<file path="src/rtl/mc_ctrl_fsm.sv">
// Multi-cycle MIPS main control FSM with memory handshake, timeout/halt and
// a retired-instruction counter.
// Optional build macro MC_ILLEGAL_TRAP_EN: unknown opcodes trap to HALT and
// raise a sticky illegal_op_o; otherwise they retire as NOPs.
module mc_ctrl_fsm #(
  parameter int unsigned CNT_W       = 32,
  parameter int unsigned MEM_TIMEOUT = 15,
  parameter int unsigned TO_W        = 8
) (
  input  logic             clk,
  input  logic             rst,
  input  logic [5:0]       opcode_i,
  input  logic [5:0]       funct_i,
  input  logic             zero_i,
  input  logic             mem_ready_i,
  output logic             mem_req_o,
  output logic             iord_o,
  output logic             mem_write_o,
  output logic             ir_write_o,
  output logic             pc_write_o,
  output logic             branch_o,
  output logic [1:0]       pc_src_o,
  output logic             alu_src_a_o,
  output logic [1:0]       alu_src_b_o,
  output logic [2:0]       alu_op_o,
  output logic             reg_write_o,
  output logic             reg_dst_o,
  output logic             mem_to_reg_o,
  output logic [3:0]       state_o,
  output logic             halted_o,
  output logic             bus_err_o,
`ifdef MC_ILLEGAL_TRAP_EN
  output logic             illegal_op_o,
`endif
  output logic [CNT_W-1:0] retired_o
);

  localparam logic [2:0] ALU_AND = 3'b000;
  localparam logic [2:0] ALU_OR  = 3'b001;
  localparam logic [2:0] ALU_ADD = 3'b010;
  localparam logic [2:0] ALU_SUB = 3'b110;
  localparam logic [2:0] ALU_SLT = 3'b111;

  typedef enum logic [3:0] {
    S_IDLE   = 4'd0,  S_FETCH  = 4'd1,  S_DECODE = 4'd2,  S_MEMADR = 4'd3,
    S_MEMRD  = 4'd4,  S_MEMWB  = 4'd5,  S_MEMWR  = 4'd6,  S_EXEC   = 4'd7,
    S_ALUWB  = 4'd8,  S_BRANCH = 4'd9,  S_ADDIEX = 4'd10, S_ADDIWB = 4'd11,
    S_JUMP   = 4'd12, S_HALT   = 4'd15
  } state_e;

  state_e            state_q, state_d;
  logic [TO_W-1:0]   to_q, to_d;
  logic [CNT_W-1:0]  retired_q, retired_d;
  logic              bus_err_q, bus_err_d;
  logic              is_sw_q, is_sw_d;
  logic              retire_c;
`ifdef MC_ILLEGAL_TRAP_EN
  logic              illegal_q, illegal_d;
`endif

  // The branch decision is made in the datapath (branch & zero); zero is not needed here.
  logic unused_zero;
  assign unused_zero = zero_i;

  // State, timeout counter, retire counter and sticky flags.
  always_ff @(posedge clk or posedge rst) begin
    if (rst) begin
      state_q   <= S_IDLE;
      to_q      <= '0;
      retired_q <= '0;
      bus_err_q <= 1'b0;
      is_sw_q   <= 1'b0;
`ifdef MC_ILLEGAL_TRAP_EN
      illegal_q <= 1'b0;
`endif
    end else begin
      state_q   <= state_d;
      to_q      <= to_d;
      retired_q <= retired_d;
      bus_err_q <= bus_err_d;
      is_sw_q   <= is_sw_d;
`ifdef MC_ILLEGAL_TRAP_EN
      illegal_q <= illegal_d;
`endif
    end
  end

  // Next state; timeout counter only survives while a wait state keeps waiting.
  always_comb begin
    state_d   = state_q;
    to_d      = '0;
    retire_c  = 1'b0;
    bus_err_d = bus_err_q;
    is_sw_d   = is_sw_q;
`ifdef MC_ILLEGAL_TRAP_EN
    illegal_d = illegal_q;
`endif
    case (state_q)
      S_IDLE: state_d = S_FETCH;
      S_FETCH, S_MEMRD, S_MEMWR: begin
        if (mem_ready_i) begin
          if (state_q == S_FETCH) begin
            state_d = S_DECODE;
          end else if (state_q == S_MEMRD) begin
            state_d = S_MEMWB;
          end else begin
            state_d  = S_FETCH;
            retire_c = 1'b1;
          end
        end else if (to_q == TO_W'(MEM_TIMEOUT)) begin
          state_d   = S_HALT;
          bus_err_d = 1'b1;
        end else begin
          to_d = to_q + TO_W'(1);
        end
      end
      S_DECODE: begin
        is_sw_d = (opcode_i == 6'b101011);
        case (opcode_i)
          6'b100011, 6'b101011: state_d = S_MEMADR;
          6'b000000:            state_d = S_EXEC;
          6'b000100:            state_d = S_BRANCH;
          6'b001000:            state_d = S_ADDIEX;
          6'b000010:            state_d = S_JUMP;
          default: begin
`ifdef MC_ILLEGAL_TRAP_EN
            state_d   = S_HALT;
            illegal_d = 1'b1;
`else
            state_d  = S_FETCH;
            retire_c = 1'b1;
`endif
          end
        endcase
      end
      S_MEMADR: state_d = is_sw_q ? S_MEMWR : S_MEMRD;
      S_EXEC:   state_d = S_ALUWB;
      S_ADDIEX: state_d = S_ADDIWB;
      S_MEMWB, S_ALUWB, S_BRANCH, S_ADDIWB, S_JUMP: begin
        state_d  = S_FETCH;
        retire_c = 1'b1;
      end
      S_HALT:   state_d = S_HALT;
      default:  state_d = S_IDLE;
    endcase
    retired_d = retire_c ? (retired_q + CNT_W'(1)) : retired_q;
  end

  // Moore control decode; FETCH qualifies the IR/PC loads with mem_ready.
  always_comb begin
    mem_req_o    = 1'b0;
    iord_o       = 1'b0;
    mem_write_o  = 1'b0;
    ir_write_o   = 1'b0;
    pc_write_o   = 1'b0;
    branch_o     = 1'b0;
    pc_src_o     = 2'b00;
    alu_src_a_o  = 1'b0;
    alu_src_b_o  = 2'b00;
    alu_op_o     = ALU_AND;
    reg_write_o  = 1'b0;
    reg_dst_o    = 1'b0;
    mem_to_reg_o = 1'b0;
    halted_o     = 1'b0;
    case (state_q)
      S_FETCH: begin
        mem_req_o   = 1'b1;
        alu_src_b_o = 2'b01;
        alu_op_o    = ALU_ADD;
        ir_write_o  = mem_ready_i;
        pc_write_o  = mem_ready_i;
      end
      S_DECODE: begin
        alu_src_b_o = 2'b11;
        alu_op_o    = ALU_ADD;
      end
      S_MEMADR, S_ADDIEX: begin
        alu_src_a_o = 1'b1;
        alu_src_b_o = 2'b10;
        alu_op_o    = ALU_ADD;
      end
      S_MEMRD: begin
        mem_req_o = 1'b1;
        iord_o    = 1'b1;
      end
      S_MEMWB: begin
        reg_write_o  = 1'b1;
        mem_to_reg_o = 1'b1;
      end
      S_MEMWR: begin
        mem_req_o   = 1'b1;
        iord_o      = 1'b1;
        mem_write_o = 1'b1;
      end
      S_EXEC: begin
        alu_src_a_o = 1'b1;
        case (funct_i)
          6'b100010: alu_op_o = ALU_SUB;
          6'b100100: alu_op_o = ALU_AND;
          6'b100101: alu_op_o = ALU_OR;
          6'b101010: alu_op_o = ALU_SLT;
          default:   alu_op_o = ALU_ADD;
        endcase
      end
      S_ALUWB: begin
        reg_write_o = 1'b1;
        reg_dst_o   = 1'b1;
      end
      S_BRANCH: begin
        alu_src_a_o = 1'b1;
        alu_op_o    = ALU_SUB;
        branch_o    = 1'b1;
        pc_src_o    = 2'b01;
      end
      S_ADDIWB: reg_write_o = 1'b1;
      S_JUMP: begin
        pc_write_o = 1'b1;
        pc_src_o   = 2'b10;
      end
      S_HALT:  halted_o = 1'b1;
      default: ;
    endcase
  end

  assign state_o   = 4'(state_q);
  assign bus_err_o = bus_err_q;
  assign retired_o = retired_q;
`ifdef MC_ILLEGAL_TRAP_EN
  assign illegal_op_o = illegal_q;
`endif

endmodule

</file>
<file path="config.mk">
export PLATFORM = sky130hd
export DESIGN_NAME = mc_ctrl_fsm
export DESIGN_NICKNAME = d
export VERILOG_FILES = /design/src/rtl/mc_ctrl_fsm.sv
export SDC_FILE = /design/constraint.sdc
export NUM_CORES = 1
export LEC_CHECK = 0
export BUFFER_PORTS_ARGS = -buffer_cell sky130_fd_sc_hd__buf_4
export CORE_ASPECT_RATIO = 0.6
export CORE_UTILIZATION = 45
export CTS_CLUSTER_DIAMETER = 120
export CTS_CLUSTER_SIZE = 40
export DETAILED_ROUTE_END_ITERATION = 6
export GPL_ROUTABILITY_DRIVEN = 0
export PLACE_DENSITY = 0.7
export SYNTH_ARGS = -nofsm -noshare
export SYNTH_HDL_FRONTEND = slang
export SYNTH_SLANG_ARGS = --single-unit
</file>
<file path="constraint.sdc">
create_clock -name clk -period 5 [get_ports clk]
set_input_delay 0 -clock clk [delete_from_list [all_inputs] [get_ports clk]]
set_output_delay 0 -clock clk [all_outputs]
set_load 0.05 [all_outputs]
</file>
; Yosys cells after proc, flatten, opt, wreduce, memory -nomap -nowiden
; Cells that the tools add are included.
; W data, S select, Z words.
[totals]
input_bits = 16
elab_cells = 75
output_inout_bits = 55
regBits = 46
[op_classes]
bitwise_logic = 1
reduce_logical = 13
n_mux = 30
add_sub_neg = 2
n_eq_ne = 24
[ops]
columns = op, n
row1 = $eq A6 B6 Y1 const B, 6
row2 = $add A32 B1 Y32 const B, 1
row3 = $pmux W4 S7, 1
row4 = $eq A4 B4 Y1 const B, 6
row5 = $mux W8, 3
row6 = $pmux W4 S5, 1
row7 = $eq A4 B3 Y1 const B, 4
row8 = $mux W1, 14
row9 = $pmux W3 S4, 1
row10 = $reduce_or A6 Y1, 2
row11 = $pmux W3 S3, 1
row12 = $add A8 B1 Y8 const B, 1
row13 = $eq A4 B2 Y1 const B, 2
row14 = $eq A8 B4 Y1 const B, 1
row15 = $mux W4, 2
row16 = $reduce_or A4 Y1, 2
row17 = $eq A6 B2 Y1 const B, 1
row18 = $eq A6 B3 Y1 const B, 1
row19 = $eq A6 B4 Y1 const B, 1
row20 = $logic_not A6 Y1, 1
row21 = $mux W3, 2
row22 = $pmux W2 S3, 1
row23 = $reduce_or A2 Y1, 3
row24 = $reduce_or A3 Y1, 2
row25 = 10 further kinds, 10

; Longest topological paths before layout
; Gate-level depths: netlist (run 1).
[depth]
word_depth = 5
depth_mapped = 7
depth_no_buf = 6

; Worst setup path after synthesis (run 1)
; No wires, ideal clock.
[synth_path]
path_kind = register to output
from = register state_q[0], in the netlist state_o[0]
to = output alu_op_o[2]
slack_ns = 2.078
path_buffers = 2
required_time_ns = 5.000
path_stages_with_launch = 6
t_arrival_ns = 2.922
path_cell_list = dfrtp_1 buf_6 clkbuf_1 nand2_1 nor3_1 o21bai_1
[synth_between]
elab_chain_cells = 3
word_cells_on_any_way = 8
classes_between = eq/ne (6) / mux (1) / reduce/logical (1)
[synth_rtl]
columns = item, line
row1 = "start, declared", 51  ; state_e state_q, state_d;
row2 = "start signal, assigned", 77  ; state_q <= state_d;
row3 = "$eq A4 B1 Y1, or another cell as far along", 165  ; case (state_q)
row4 = $reduce_or A4 Y1 (no line), -
row5 = $pmux W3 S3 (*), 165
row6 = "end, declared", 25  ; output logic [2:0] alu_op_o,
; Every way passes the cells marked *; elsewhere a longest branch is shown, timed or not.

; Worst setup path after layout (run 1)
[layout_path]
from = register state_q[2], in the netlist state_o[2]
to = register retired_q[13], in the netlist retired_o[13]
[layout_between]
elab_chain_cells = 5
word_cells_on_any_way = 15
classes_between = eq/ne (9) / mux (4) / reduce/logical (2)
[layout_rtl]
columns = item, line
row1 = $eq A4 B3 Y1, "98, 104"
row2 = $mux W1, 104  ; end else if (state_q == S_MEMRD) begin
row3 = $mux W1, 102  ; if (state_q == S_FETCH) begin
row4 = $mux W1, 101  ; if (mem_ready_i) begin
row5 = $pmux W1 S3 (*), 98  ; case (state_q)
row6 = "end signal, assigned", 79  ; retired_q <= retired_d;
row7 = "end, declared", 53  ; logic [CNT_W-1:0] retired_q, retired_d;
; Marks and branches as above.
; A chain may end at the register's enable or synchronous reset.

==> results of run 1 <==
-- critical path, stage by stage, from the launching register on --
cell and delay (ns):
dfrtp_1 0.80, mux2_2 0.29, a311oi_2 0.12, o22ai_1 0.75, nand4_1 0.25, xnor2_1 0.20
-- what timing repair did --
action	CTS	global route
hold buffers	1	0
setup buffers	0	0
endpoints found under the hold margin	46	0
-- power breakdown --
part	internal [mW]	switching, mW
logic	0.289	0.653
clock network	0.127	0.127
registers	0.419	0.130
-- cells in the mapped netlist (5+ instances only) --
| cell type | n |
|---|---|
| inv_1 | 9 |
| nor3_1 | 12 |
| dfrtp_1 | 46 |
| a21oi_1 | 6 |
| nand3_1 | 16 |
| nand2b_1 | 5 |
| nor4_2 | 7 |
| nor2_1 | 36 |
| nand4_1 | 11 |
| xor2_1 | 21 |
| xnor2_1 | 19 |
| nand2_1 | 28 |
-- cells by family after synthesis --
logic type,count (synthesis)
AND/OR/NAND/NOR,141
AO/OA/AOI/OAI,32
multiplexers,1
buffers and inverters,22
XOR/XNOR,40
flip-flops,46
adder cells (fa/ha/maj),3
-- final cells by class --
type,instances,share of cell area (%)
timing repair buffer,70,15.6
sequential,46,34.0
clock buffer,7,2.85
tap,80,2.96
multi-input combinational,217,43.3
inverter,9,0.999
clock inverter,1,0.259
-- registers in the layout, indices dropped and copies added, names as in the netlist --
signal	flops
to_q	8
is_sw_q	1
retired_o	32
state_o	4
bus_err_o	1
-- metal layers --
metal	up-vias	share of wire, %	global-route usage, %
li1	1128	-	-
met4	0	0.44	3.21
met5	-	0	0
met1	1084	55	34.6
met2	60	39	27.3
met3	4	5.5	4.92
-- path summary, 6_finish.rpt --
path / to / slack [ns] / depth (start not counted)
max in group asynchronous: retired_o[13] / 3.94 / 3
setup reg to reg: retired_o[13] / 2.47 / 5
hold / removal: is_sw_q / 0.02 / 2
min in group asynchronous: retired_o[27] / 0.47 / 3
setup / recovery: retired_o[13] / 2.47 / 5
hold reg to reg: to_q[0] / 0.47 / 1
==> impl_summary.log, run 1 <==
INFO  metric min_from = opcode_i[3]
INFO  metric ir_drop = 0.386 mV
INFO  metric finalWorstSetupSlack = 2.47 ns
INFO  metric cp.required = 5.17 ns
INFO  metric yosys-mux-area-fraction = 0.412%
INFO  metric drc = 0
INFO  metric finish.instance_area = 3380 sq um
INFO  metric coreArea = 5700 sq um
INFO  metric layout-drive-gt1-share = 29.1%
INFO  metric numCtsBuffers = 5
INFO  metric globalRouteOverflowTotal = 0
INFO  metric synth_enable_flop_cells = 0
INFO  metric max-clock-path-buffers = 2
INFO  metric wire_length_of_the_first_global_routing_pass = 10,500 um
INFO  metric synth_largest_area_cell = dfrtp_1
INFO  metric critPathLaunch = state_o[2]
INFO  metric worstSetupPathType = reg2reg
INFO  metric io_buffers = 69
INFO  metric drt_first_pass_iters = 4
INFO  metric initial_core_util = 47.9%
INFO  metric layout-area-overhead-vs-synth = 23.7%
INFO  metric category_of_the_worst_setup_path_capture_point = flip-flop
INFO  metric numPlacedInstances = 421
INFO  metric num-nets-final = 367
INFO  metric gr-usage-all-layers = 20.9%
INFO  metric timing_limited_maximum_frequency = 395 MHz
INFO  metric power_per_cell_area = 516 nW/um^2
INFO  metric clock_sinks = 46
INFO  metric ys_seq_elements = 46
INFO  metric diodes_inserted = 0
INFO  metric h-tree-depth = 2
INFO  metric synth_nets = 303
INFO  metric place_hpwl = 4540 um
INFO  metric synth_compound_gate_area_share = 8.79%
INFO  metric post_synth_fa_ha_maj_area_fraction = 1.28%
INFO  metric timing.final.crit_period = 2.53 ns
INFO  metric post_synth_instance_area = 2730 sq um
INFO  metric rsz0062_at_grt = no
INFO  metric multi_input_comb_area = 1460 sq um
INFO  metric clock-root-buffer = clkbuf_8
INFO  metric fill_cells = 510
INFO  metric yosys_warns = 0
INFO  metric drt-vias-per-instance = 5.29
INFO  metric worst-endpoint-arrival = 2.70 ns
INFO  metric postSynthAreaPerCell = 9.59 sq um
INFO  metric drt_wl_total = 6090 um
INFO  metric largest_family_of_logic_cells_by_synthesized_area = simple AND/OR/NAND/NOR gates
INFO  metric min_period_over_period = 50.6%
INFO  metric report.power.total = 1.74 mW
INFO  metric final-seq-area = 1150 sq um
INFO  metric power.leakage = 1.59 nW
INFO  metric type_of_the_most_critical_hold_path = in2reg
INFO  metric timing_hold_violations_final = 0
INFO  metric drtAntennaViolNets = 0
INFO  metric ioPinCount = 71
INFO  metric outcome = finished clean
INFO  metric maxCapViolCount = 0
INFO  metric die-area = 6400 sq um
INFO  metric number_of_global_route_vias_before_repair = 2,052
INFO  metric synthArstFlopShare = 100%
INFO  metric synth_top_area_share = 42.1%
INFO  metric filler_free_cell_count_of_the_finished_design = 430
INFO  metric reg2reg_from = state_o[2]
INFO  metric grt_start_max_net_pins = 47
INFO  metric worstSetupStartpointType = flip-flop
INFO  metric synth-xor-area-share = 12.8%
INFO  metric hold_ws = 0.0217 ns
INFO  metric cts.clk_slew.worst_paths = 0.08 ns
INFO  metric postSynthCellCount = 285
INFO  metric clkLatencyLatePin = 0.30 ns
INFO  metric drt-wirelength-per-cell = 14.2 um
INFO  metric drt_iter0_drc = 141
INFO  metric pre_cts_worst_setup_slack = 2.51 ns
INFO  metric worst-path-max-fanout = 22
INFO  metric grt_antenna_before_repair = 0
INFO  metric worst_slew_pin_slew = 0.939 ns
INFO  metric cts_resized = 0
INFO  metric layout.core_utilization = 59.3%
INFO  metric synthFlopType = dfrtp_1
INFO  metric floorplan.die.width = 103 um
INFO  metric placed_cell_area = 3270 sq um
INFO  metric synth-seq-area-share = 42.1%
INFO  metric placement_rows = 21
INFO  metric final_max_slew_viol_count = 0
INFO  metric setup-violations-final = 0
INFO  metric post_synth_and_or_nand_nor_area_fraction = 30.2%
INFO  metric synth_top_cells_by_area = dfrtp_1, xor2_1, xnor2_1
INFO  metric most_frequent_cells_in_the_layout = buf_4, dfrtp_1, nor2_1
INFO  metric synth_cell_types = 52
INFO  metric fin_tns_setup = 0 ns
INFO  metric layout_commonest_cell = buf_4
INFO  metric die-height = 62.4 um
INFO  metric max_clock_skew = 0.0140 ns
INFO  metric tritoncts = built
INFO  metric via_count = 2,276
INFO  metric slew_headroom = 37.3%
Note: power is estimated with default switching activity, not from simulation.
==> inputs of run 2 (changes only) <==
PLACE_DENSITY = 0.72   (was 0.7)
clock period = 2.25 ns   (was 5 ns; I/O delays follow)
==> impl_summary.log, run 2 (same netlist as run 1, synthesis figures left out) <==
INFO  metric power.leakage = 1.63 nW
INFO  metric worst-r2r-setup-slack = 0.14 ns
INFO  metric power_per_cell_area = 1150 nW/um^2
INFO  metric worstSetupPathType = reg2reg
INFO  metric gr-usage-met2 = 29.1%
INFO  metric worst-path-max-fanout = 22
INFO  metric most_frequent_cells_in_the_layout = buf_4, dfrtp_1, nor2_1
INFO  metric cp.required = 2.42 ns
INFO  metric cts.clk_slew.worst_paths = 0.08 ns
INFO  metric placed_cell_area = 3350 sq um
INFO  metric h-tree-depth = 2
INFO  metric timing_hold_violations_final = 0
INFO  metric timing_limited_maximum_frequency = 475 MHz
INFO  metric grt_antenna_before_repair = 0
INFO  metric type_of_the_most_critical_hold_path = in2reg
INFO  metric worstSetupStartpointType = flip-flop
INFO  metric finish.instance_area = 3460 sq um
INFO  metric clkPwrFrac = 13.0%
INFO  metric diodes_inserted = 0
INFO  metric layout-area-overhead-vs-synth = 26.4%
INFO  metric ir_drop = 0.995 mV
INFO  metric cpMaxStageDelayCell = dfrtp_1
INFO  metric drt-vias-per-instance = 5.38
INFO  metric crit_path_cell_trace = mux2_2, a311oi_2, o22a_4, nor3_1, xor2_1
INFO  metric largest_reg_flops = 32
INFO  metric grt_start_max_net_pins = 47
INFO  metric fill_cells = 479
INFO  metric filler_free_cell_count_of_the_finished_design = 439
INFO  metric placement_rows = 21
INFO  metric drt-wirelength-per-cell = 14.6 um
INFO  metric die-height = 62.4 um
INFO  metric maxCapViolCount = 0
INFO  metric worst-endpoint-arrival = 2.27 ns
INFO  metric io_buffers = 69
INFO  metric place_hpwl = 4860 um
INFO  metric wire_length_of_the_first_global_routing_pass = 10,600 um
INFO  metric final_max_slew_viol_count = 0
INFO  metric globalRouteOverflowTotal = 0
INFO  metric layout-drive-gt1-share = 31.2%
INFO  metric postCtsSetupRepairBufs = 0
INFO  metric fin_tns_setup = 0 ns
INFO  metric finalWorstSetupSlack = 0.144 ns
INFO  metric slew_headroom = 57.3%
INFO  metric floorplan.die.width = 103 um
INFO  metric via_count = 2,361
INFO  metric rsz0062_at_grt = no
INFO  metric gr-usage-all-layers = 21.5%
INFO  metric groute.layer.met1.usage = 34.4%
INFO  metric layout_commonest_cell = buf_4
INFO  metric pwr-share-seq = 27.8%
INFO  metric drt_iter0_drc = 170
INFO  metric setup-violations-final = 0
INFO  metric number_of_global_route_vias_before_repair = 2,163
INFO  metric category_of_the_worst_setup_path_capture_point = flip-flop
INFO  metric clkLatencyLatePin = 0.29 ns
INFO  metric min_period_over_period = 93.6%
INFO  metric coreArea = 5700 sq um
INFO  metric clock_sinks = 46
INFO  metric initial_core_util = 47.9%
INFO  metric pre_cts_worst_setup_slack = 0.114 ns
INFO  metric numCtsBuffers = 5
INFO  metric hold_ws = 0.0308 ns
INFO  metric worst_slew_pin_slew = 0.635 ns
INFO  metric globalRoute.busiestLayer = met1
INFO  metric cp_slowest_stage_delay = 0.52 ns
INFO  metric switching_power = 2.05 mW
INFO  metric drt_first_pass_iters = 4
INFO  metric max-clock-path-buffers = 2
INFO  metric die-area = 6400 sq um
INFO  metric max_clock_skew = 0.00666 ns
INFO  metric ioPinCount = 71
INFO  metric outcome = finished clean
INFO  metric numPlacedInstances = 430
INFO  metric met3_usage = 4.81%
INFO  metric intPower = 1.91 mW
INFO  metric drc = 0
INFO  metric drtAntennaViolNets = 0
INFO  metric timing.final.crit_period = 2.11 ns
INFO  metric p_comb_share = 59.2%
INFO  metric drt_wl_total = 6410 um
INFO  metric tritoncts = built
INFO  metric num-nets-final = 376
INFO  metric power.switching_fraction = 51.7%
INFO  metric clock-root-buffer = clkbuf_8
run 2: changes by cell type in the layout (fill, tap and decap cells not counted), sizes merged:
cell	delta
buf	+9
clkinv	+1
inv	-1
run 2: stage by stage:
step | power [mW] | util (%)
after floorplan | 2.89 | -
after global placement | 3.42 | 58.7
after detailed placement | 3.44 | 58.7
after CTS | 3.96 | 60.5
after global routing | 4.19 | 60.6
final | 3.96 | 60.6
run 2: timing repair:
| action | 4_1_cts | 5_1_grt |
|---|---|---|
| setup endpoints to repair | 0 | 9 |
| hold endpoints to repair | 46 | 0 |
| hold buffers | 1 | 0 |
| resized for setup | 0 | 1 |
run 2: final cells by class:
| cell class | instances | area, sq um | area share (%) |
|---|---|---|---|
| Multi-Input combinational cell | 217 | 1480 | 42.9 |
| Sequential cell | 46 | 1150 | 33.3 |
| Timing Repair Buffer | 79 | 596 | 17.2 |
| Tap cell | 80 | 100 | 2.90 |
| Clock buffer | 7 | 86.3 | 2.50 |
| Inverter | 9 | 33.8 | 0.978 |
| Clock inverter | 1 | 5.00 | 0.145 |
run 2: layer usage:
| layer | part of all wire, % | wire (um) |
|---|---|---|
| met1 | 50 | 3230 |
| met2 | 42 | 2680 |
| met3 | 6.9 | 443 |
| met4 | 0.86 | 55 |
| met5 | 0 | 0 |
run 2: path summary, 6_finish.rpt:
| path | startpoint | end | depth (start not counted) |
|---|---|---|---|
| min in group asynchronous | rst | retired_o[31] | 4 |
| worst min-delay path | opcode_i[3] | is_sw_q | 2 |
| worst max-delay path | state_o[2] | retired_o[21] | 5 |
| worst max register to register | state_o[2] | retired_o[21] | 5 |
| worst min register to register | to_q[0] | to_q[0] | 1 |
| max in group asynchronous | rst | state_o[2] | 4 |
run 2: worst max-delay path, delay by kind of cell (launching register included):
family | cells | cell delay, ns
compound gates | 2 | 0.79
simple gates | 1 | 0.12
flops | 1 | 0.52
xor+xnor | 1 | 0.16
mux | 1 | 0.38
run 2: power by group through the flow:
stage | registers, mW | clock network, mW | logic (mW)
2_1_floorplan | 1.37 | 0 | 1.52
5_1_grt | 1.12 | 0.562 | 2.51
4_1_cts | 1.10 | 0.530 | 2.34
3_5_place_dp | 1.11 | 0 | 2.33
6_report | 1.10 | 0.515 | 2.35
3_3_place_gp | 1.11 | 0 | 2.31
==> inputs of run 3 (changes only) <==
--- a/config.mk
+++ b/config.mk
@@ -7,2 +7,3 @@
 export LEC_CHECK = 0
+export ABC_AREA = 1
 export BUFFER_PORTS_ARGS = -buffer_cell sky130_fd_sc_hd__buf_4
@@ -14,3 +15,3 @@
 export GPL_ROUTABILITY_DRIVEN = 0
-export PLACE_DENSITY = 0.72
+export PLACE_DENSITY = 0.71
 export SYNTH_ARGS = -nofsm -noshare
--- a/constraint.sdc
+++ b/constraint.sdc
@@ -3,2 +3,2 @@
 set_output_delay 0 -clock clk [all_outputs]
-set_load 0.05 [all_outputs]
+set_load 0.02 [all_outputs]
==> impl_summary.log, run 3 <==
INFO  metric outcome = finished clean
INFO  metric drt-vias-per-instance = 5.07
INFO  metric via_count = 3,379
INFO  metric worstSetupPathType = reg2reg
INFO  metric report.power.total = 3.55 mW
INFO  metric die-height = 68.4 um
INFO  metric ys_seq_elements = 46
INFO  metric min_path_cells = 3
INFO  metric drc = 0
INFO  metric tritoncts = built
INFO  metric timing_hold_violations_final = 0
INFO  metric worstSetupStartpointType = flip-flop
INFO  metric postSynthCellCount = 509
INFO  metric placement_rows = 23
INFO  metric power_per_cell_area = 880 nW/um^2
INFO  metric timing.final.crit_period = 1.91 ns
INFO  metric setup-violations-final = 0
INFO  metric most_frequent_cells_in_the_layout = nand2_1, nor2_1, buf_4
INFO  metric place_hpwl = 6800 um
INFO  metric cp.required = 2.43 ns
INFO  metric min_period_over_period = 84.8%
INFO  metric ioPinCount = 71
INFO  metric gr-usage-all-layers = 24.7%
INFO  metric final_max_slew_viol_count = 0
INFO  metric layout-drive-gt1-share = 19.5%
INFO  metric synthFlopType = dfrtp_1
INFO  metric maxCapViolCount = 0
INFO  metric grt_antenna_before_repair = 0
INFO  metric postSynthAreaPerCell = 6.49 sq um
INFO  metric wire_length_of_the_first_global_routing_pass = 14,500 um
INFO  metric layout_commonest_cell = nand2_1
INFO  metric fin_tns_setup = 0 ns
INFO  metric yosys_warns = 0
INFO  metric drt_iter0_drc = 296
INFO  metric clkLatencyLatePin = 0.30 ns
INFO  metric worst-endpoint-arrival = 2.09 ns
INFO  metric synth-seq-area-share = 34.9%
INFO  metric drt_wl_total = 9040 um
INFO  metric slew_headroom = 35.5%
INFO  metric number_of_global_route_vias_before_repair = 2,882
INFO  metric rsz0062_at_grt = no
INFO  metric timing_limited_maximum_frequency = 524 MHz
INFO  metric placed_cell_area = 3880 sq um
INFO  metric floorplan.die.width = 113 um
INFO  metric ff2ff_path_depth = 10
INFO  metric num-nets-final = 597
INFO  metric max_clock_skew = 0.00716 ns
INFO  metric clock_sinks = 46
INFO  metric type_of_the_most_critical_hold_path = in2reg
INFO  metric synth_top_cells_by_count = nand2_1, nor2_1, dfrtp_1, nand3_1, inv_1
INFO  metric die-area = 7700 sq um
INFO  metric grt_start_max_net_pins = 47
INFO  metric io_buffers = 69
INFO  metric synth_enable_flop_cells = 0
INFO  metric r2r_end = retired_o[28]
INFO  metric synthMostInstantiatedCell = nand2_1
INFO  metric power.leakage = 2.18 nW
INFO  metric worst-path-max-fanout = 7
INFO  metric drt-wirelength-per-cell = 13.5 um
INFO  metric filler_free_cell_count_of_the_finished_design = 667
INFO  metric synth_top_cells_by_area = dfrtp_1, nand2_1, nor2_1
INFO  metric numPlacedInstances = 658
INFO  metric worst_slew_pin_slew = 0.967 ns
INFO  metric post_synth_instance_area = 3300 sq um
INFO  metric synthArstFlopShare = 100%
INFO  metric synth_cell_types = 28
INFO  metric max-clock-path-buffers = 2
INFO  metric synth_top_area_share = 34.9%
INFO  metric ir_drop = 0.598 mV
INFO  metric cts_resized = 0
INFO  metric hold_ws = 0.0217 ns
INFO  metric numCtsBuffers = 5
INFO  metric h-tree-depth = 2
INFO  metric initial_core_util = 48.0%
INFO  metric category_of_the_worst_setup_path_capture_point = flip-flop
INFO  metric largest_reg_flops = 32
INFO  metric postCtsSetupRepairBufs = 0
INFO  metric cts.clk_slew.worst_paths = 0.07 ns
INFO  metric layout-area-overhead-vs-synth = 22.1%
INFO  metric reg2reg_from = retired_o[0]
INFO  metric synth_largest_area_cell = dfrtp_1
INFO  metric clock-root-buffer = clkbuf_16
INFO  metric drtAntennaViolNets = 0
INFO  metric coreArea = 6880 sq um
INFO  metric worst-r2r-setup-slack = 0.34 ns
INFO  metric drt_first_pass_iters = 5
INFO  metric critPathLaunch = retired_o[0]
INFO  metric finish.instance_area = 4030 sq um
INFO  metric globalRouteOverflowTotal = 0
INFO  metric diodes_inserted = 0
INFO  metric min_from = opcode_i[3]
INFO  metric synth_nets = 527
INFO  metric worst_setup_path_end = retired_o[28]
## run 3: repair_timing
action	in CTS	in global routing
hold buffers	1	0
hold endpoints to repair	46	0
endpoints found under the setup margin	0	0
## run 3: cell type report
cell class / instances / area (sq um)
fill: 673 / 2850
multi-input combinational: 410 / 1910
sequential: 46 / 1150
timing repair buffer: 73 / 551
inverter: 43 / 161
clock buffer: 5 / 125
tap: 87 / 109
clock inverter: 3 / 21.3
## run 3: cell families after synthesis
| group | count (synthesis) | share of synthesized area, % |
|---|---|---|
| flops | 46 | 34.9 |
| fa+ha+maj | 2 | 0.758 |
| compound gates | 14 | 2.46 |
| buf+inv | 53 | 7.16 |
| xor+xnor | 17 | 4.51 |
| simple gates | 377 | 50.2 |
## run 3: power breakdown
group | total (mW) | switching (mW) | internal, mW
sequential | 1.07 | 0.150 | 0.919
combinational | 1.73 | 1.18 | 0.553
clock | 0.746 | 0.334 | 0.412
total | 3.55 | 1.66 | 1.88
## run 3: worst min path at each step
stage / slack [ns] / endpoint
floorplan: 0.18 / is_sw_q
global route: 0.03 / is_sw_q
CTS: 0.02 / is_sw_q
global placement: 0.29 / to_q[5]
finish: 0.02 / is_sw_q
detailed placement: 0.30 / to_q[5]
## run 3: critical path, cell delays in order (launching register included)
cell and delay [ns]:
dfrtp_1 0.46, ha_1 0.30, inv_1 0.09, nor2_1 0.30
inv_1 0.07, nor2_1 0.26, nand2_1 0.09, nand2_1 0.06
nand2_1 0.06, nand2_2 0.06, nand2_1 0.05
## run 3: metrics by stage
stage                     util [%]  setup slack, ns
after CTS                     58.6            0.357
after global placement        56.4            0.416
after floorplan                  -            0.530
final                         58.6            0.342
after detailed placement      56.4            0.383
after global routing          58.6            0.148
## run 3: routing by layer
metal	global-route usage [%]	wire [um]	part of all wire, %
met5	0	0	0
met4	6.50	78	0.86
met3	5.85	663	7.3
met2	33.3	3440	38
met1	38.3	4860	54
